File: src/rtl/inc_arbiter.sv
// Round-robin arbiter sharing one incrementer between the PC path (port 0)
// and the stack/address-pointer path (port 1).
module inc_arbiter #(
  parameter int WIDTH = 16
) (
  input  logic             CLK,
  input  logic             RST_n,
  input  logic             req0,
  input  logic [WIDTH-1:0] a0,
  input  logic             b0,
  input  logic             req1,
  input  logic [WIDTH-1:0] a1,
  input  logic             b1,
  output logic [WIDTH-1:0] add_a,
  output logic             add_b,
  input  logic [WIDTH-1:0] add_o,
  output logic [WIDTH-1:0] result,
  output logic             gnt0,
  output logic             gnt1,
  output logic             busy
);

  typedef enum logic [1:0] {
    IDLE = 2'd0,
    EXEC = 2'd1,
    DONE = 2'd2
  } state_t;

  state_t state;
  logic   owner;
  logic   last;
  logic   win;
  logic   any_req;

  assign any_req = req0 | req1;

  // On a tie the port that was not served last goes next
  always_comb begin
    win = 1'b0;
    unique case (1'b1)
      (req0 & req1):  win = ~last;
      (req1 & ~req0): win = 1'b1;
      default:        win = 1'b0;
    endcase
  end

  always_ff @(posedge CLK or negedge RST_n) begin
    if (!RST_n) begin
      state  <= IDLE;
      owner  <= 1'b0;
      last   <= 1'b1;
      add_a  <= '0;
      add_b  <= 1'b0;
      result <= '0;
      gnt0   <= 1'b0;
      gnt1   <= 1'b0;
      busy   <= 1'b0;
    end else begin
      unique case (state)
        IDLE: begin
          if (any_req) begin
            add_a <= win ? a1 : a0;
            add_b <= win ? b1 : b0;
            owner <= win;
            busy  <= 1'b1;
            state <= EXEC;
          end
        end
        EXEC: begin
          result <= add_o;
          gnt0   <= ~owner;
          gnt1   <= owner;
          last   <= owner;
          state  <= DONE;
        end
        DONE: begin
          gnt0  <= 1'b0;
          gnt1  <= 1'b0;
          busy  <= 1'b0;
          state <= IDLE;
        end
        default: begin
          gnt0  <= 1'b0;
          gnt1  <= 1'b0;
          busy  <= 1'b0;
          state <= IDLE;
        end
      endcase
    end
  end

endmodule

File: config.mk
export PLATFORM = sky130hd
export DESIGN_NAME = inc_arbiter
export DESIGN_NICKNAME = d
export VERILOG_FILES = /design/src/rtl/inc_arbiter.sv
export SDC_FILE = /design/constraint.sdc
export NUM_CORES = 1
export LEC_CHECK = 0
export ABC_CLOCK_PERIOD_IN_PS = 1600
export CORE_MARGIN = 10
export CORE_UTILIZATION = 36
export CTS_CLUSTER_SIZE = 10
export DETAILED_ROUTE_END_ITERATION = 10
export GPL_TIMING_DRIVEN = 0
export PLACE_DENSITY = 0.73
export SYNTH_ARGS = -nofsm -noshare
export SYNTH_HDL_FRONTEND = slang
export SYNTH_SLANG_ARGS = --single-unit
File: constraint.sdc
create_clock -name CLK -period 1.6 [get_ports CLK]
set_clock_uncertainty 0.05 [all_clocks]
set_input_delay 0.24 -clock CLK [delete_from_list [all_inputs] [get_ports CLK]]
set_output_delay 0.24 -clock CLK [all_outputs]
set_load 0.05 [all_outputs]
==> impl_summary.log <==
[metrics] result of the run: finished with violations
[metrics] failing checks: negative setup slack
[metrics] cells after synthesis: 111
[metrics] worst-case reg-to-reg path depth: 5
[metrics] combinational family with the most area after synthesis: multiplexers
[metrics] setup-violating endpoint count in the final report: 17
[metrics] clock period minus final worst setup slack: 1660 ps
[metrics] register-to-register setup slack: -60 ps
[metrics] number of slew-limit violations in the final report: 0
[metrics] H-tree level count: 2
[metrics] Layout area overhead: 65.3%
[metrics] Finished Core Util: 0.617
[metrics] maximum buffer depth of the clock tree: 2
[metrics] mux contribution to synthesized area: 0.372
[metrics] worst-path fanout max: 5
[metrics] total power consumption of the routed design: 0.00642 W
[metrics] number of cell rows: 25
[metrics] share of the synthesized netlist area taken by xor and xnor gates: 0
[metrics] relative slew slack: 0.423
[metrics] worst hold slack: 15.7 ps
[metrics] total of warnings raised by yosys: 0
[metrics] TritonCTS clock tree: done
[metrics] overall die height: 90.2 um
[metrics] Slowest-stage cell, CP: dfstp_2
[metrics] CTS buffer count: 5
[metrics] WP data arrival: 1780 ps
[metrics] family with the most delay on the worst path: multiplexers
[metrics] buffer cell driving the clock tree root: clkbuf_8
[metrics] largest net degree at the start of global routing: 41
[metrics] post-route clock period utilization: 1.04
[metrics] global-route total usage across every layer: 0.116
[metrics] port bufs: 89
[metrics] ordered cell list for the critical path: a21bo_1, buf_6, clkbuf_16, mux2_4, mux2_4
[metrics] Final #Nets: 265
[metrics] Boundary Pins: 90
[metrics] distinct cell type count after synthesis: 16
[metrics] max-capacitance violation count: 0
[metrics] DRC Markers: 0
[metrics] area share of and/or/nand/nor cells after synthesis: 0.0148
[metrics] compound-cell area share of the yosys netlist: 0.0127
[metrics] standby leakage power: 1.37 nW
[metrics] starting density of the core: 0.373
[metrics] initial antenna violation count: 0
[metrics] Total Routed Length: 4670 um
[metrics] number of antenna-violating nets in the routed design: 0
[metrics] number of global-route vias before repair: 1,481
[metrics] routability congestion estimate from global placement: 0.749
[metrics] capture point of the worst reg-to-reg path: add_a[12]
[metrics] 1st-pass router iterations: 3
[metrics] clock sink count: 40
[metrics] total gr overflow: 0
[metrics] global-route wire length before repair: 7700 um
[metrics] critical path endpoint category: register
[metrics] routed via count: 1,230
[metrics] mean number of vias per cell: 4.41
[metrics] RSZ-0062 raised after global routing: yes
[metrics] Worst path max stage delay: 540 ps
[metrics] total half-perimeter wirelength after legalization and detailed placement: 3620 um
[metrics] worst hold-check path type: in2async
[metrics] Power Dens Cells: 2190 mW/mm2
[metrics] required time at the endpoint of the critical path: 1720 ps
[metrics] count of final hold-check violations: 0
[metrics] clock-pin slew of the registers on the worst-case setup and hold paths: 80 ps
[metrics] netlist area before placement: 0.00177 mm2
[metrics] CP Class: reg2reg
[metrics] number of diodes: 0
[metrics] smallest setup slack after layout: -58.9 ps
[metrics] iteration-0 DRC count of the detailed router: 16
[metrics] clk_lat worst skew: 280 ps
[metrics] Die Outline Area: 0.00814 mm2
[metrics] floorplan die width: 90.2 um
[metrics] Buf+Inv Stages, Crit Path: 2
[metrics] slew at the pin closest to its max-slew limit: 865 ps
[metrics] standard cell core area: 0.00475 mm2
[metrics] r2r startpoint: last
[metrics] Fmax achieved: 0.603 GHz
[metrics] DR WL/cell: 16.7 um
[metrics] number of flip-flops and latches in the synthesized netlist: 40
[metrics] worst vdd ir: 1150 uV
[metrics] Fin Setup TNS: -499 ps
[metrics] Setup crit start kind: register
[metrics] fraction of the yosys area taken by sequential cells: 0.565
[metrics] average footprint of a synthesized cell: 16.0 um2
[metrics] fraction of final layout cells sized beyond drive strength 1: 0.330
[metrics] total nets after synthesis: 165
[metrics] dominant cell type by count on the critical path: mux2_4
[metrics] post-synthesis share of cell area spent on full adders, half adders and majority gates: 0
[metrics] pre-CTS WS: -362 ps
==> sequential cells by signal, summed over array words and instances, names as in the netlist <==
register / count
add_a: 16
result: 16
owner: 1
gnt0: 1
state: 2
busy: 1
add_b: 1
last: 1
gnt1: 1
==> synthesized netlist by cell type (all sizes together) <==
master  number  share of area
inv          3         0.0063
a21o         1         0.0042
o21ai        1         0.0028
dfstp        1          0.015
buf          6          0.029
mux2        50           0.36
nand2        1         0.0021
mux2i        3          0.017
nor2         3         0.0063
nor3         1         0.0028
a21bo        1         0.0056
nand2b       1         0.0035
dfrtp       39           0.55
==> kinds of logic (layout without fill, tap and decap cells) <==
| family | Yosys count | after routing |
|---|---|---|
| multiplexers | 53 | 53 |
| flip-flops | 40 | 40 |
| buffers and inverters | 9 | 110 |
| AND/OR/NAND/NOR | 6 | 6 |
| AO/OA/AOI/OAI | 3 | 3 |
==> how the worst max path moves through the flow <==
stage	startpoint	endpoint	slack, ps	depth (start not counted)
after floorplan	last	add_a[15]	5	5
after global placement	RST_n	add_a[6]	-640	1
after detailed placement	req1	add_a[12]	-360	6
after CTS	last	add_a[15]	-50	5
after global routing	last	add_b	-90	5
final	last	add_a[12]	-60	5
==> metal layers <==
| layer | GRT usage | vias up | routed length (um) |
|---|---|---|---|
| met3 | 0.0499 | 5 | 366 |
| met5 | 0 | - | 0 |
| met4 | 0.0398 | 0 | 40 |
| met2 | 0.193 | 51 | 2360 |
| li1 | - | 585 | - |
| met1 | 0.130 | 589 | 1900 |
==> power by group <==
group	leakage [nW]	switching (W)	internal [W]
clock	0.0645	0.000332	0.000550
sequential	0.469	0.000256	0.00153
combinational	0.834	0.00235	0.00139
total	1.37	0.00294	0.00348
==> timing repair <==
item	4_1_cts	5_1_grt
endpoints found under the setup margin	45	24
resized for setup	44	3
hold endpoints to repair	0	0
pin swaps	0	1
hold buffers	0	0
cloned	0	1
setup buffers	3	0
==> placed cells by master, fill, tap and decap left out <==
master / instances
a21bo_1: 1
a21o_1: 1
buf_12: 3
buf_2: 3
buf_4: 2
buf_6: 1
bufinv_16: 1
clkbuf_16: 1
clkbuf_4: 1
clkbuf_8: 7
clkdlybuf4s50_1: 52
dfrtp_1: 39
dfstp_2: 1
dlygate4sd2_1: 36
inv_1: 3
mux2_2: 24
mux2_4: 26
mux2i_1: 3
nand2_1: 1
nand2b_1: 1
nor2_1: 3
nor3_1: 1
o21ai_0: 1
==> cell type report <==
cell class | count | area [um2]
tap | 67 | 83.8
timing repair buffer | 93 | 913
clock buffer | 7 | 96.3
buffer | 6 | 56.3
fill | 397 | 1820
multi-input combinational | 62 | 739
clock inverter | 1 | 30.0
inverter | 3 | 11.3
sequential | 40 | 1000
==> stage by stage <==
step           instances  cell area, um2
3_5_place_dp         267            2740
2_1_floorplan        111            1770
5_1_grt              279            2930
3_3_place_gp         267            2750
6_report             279            2930
4_1_cts              278            2900
(Power assumes the default switching activity.)
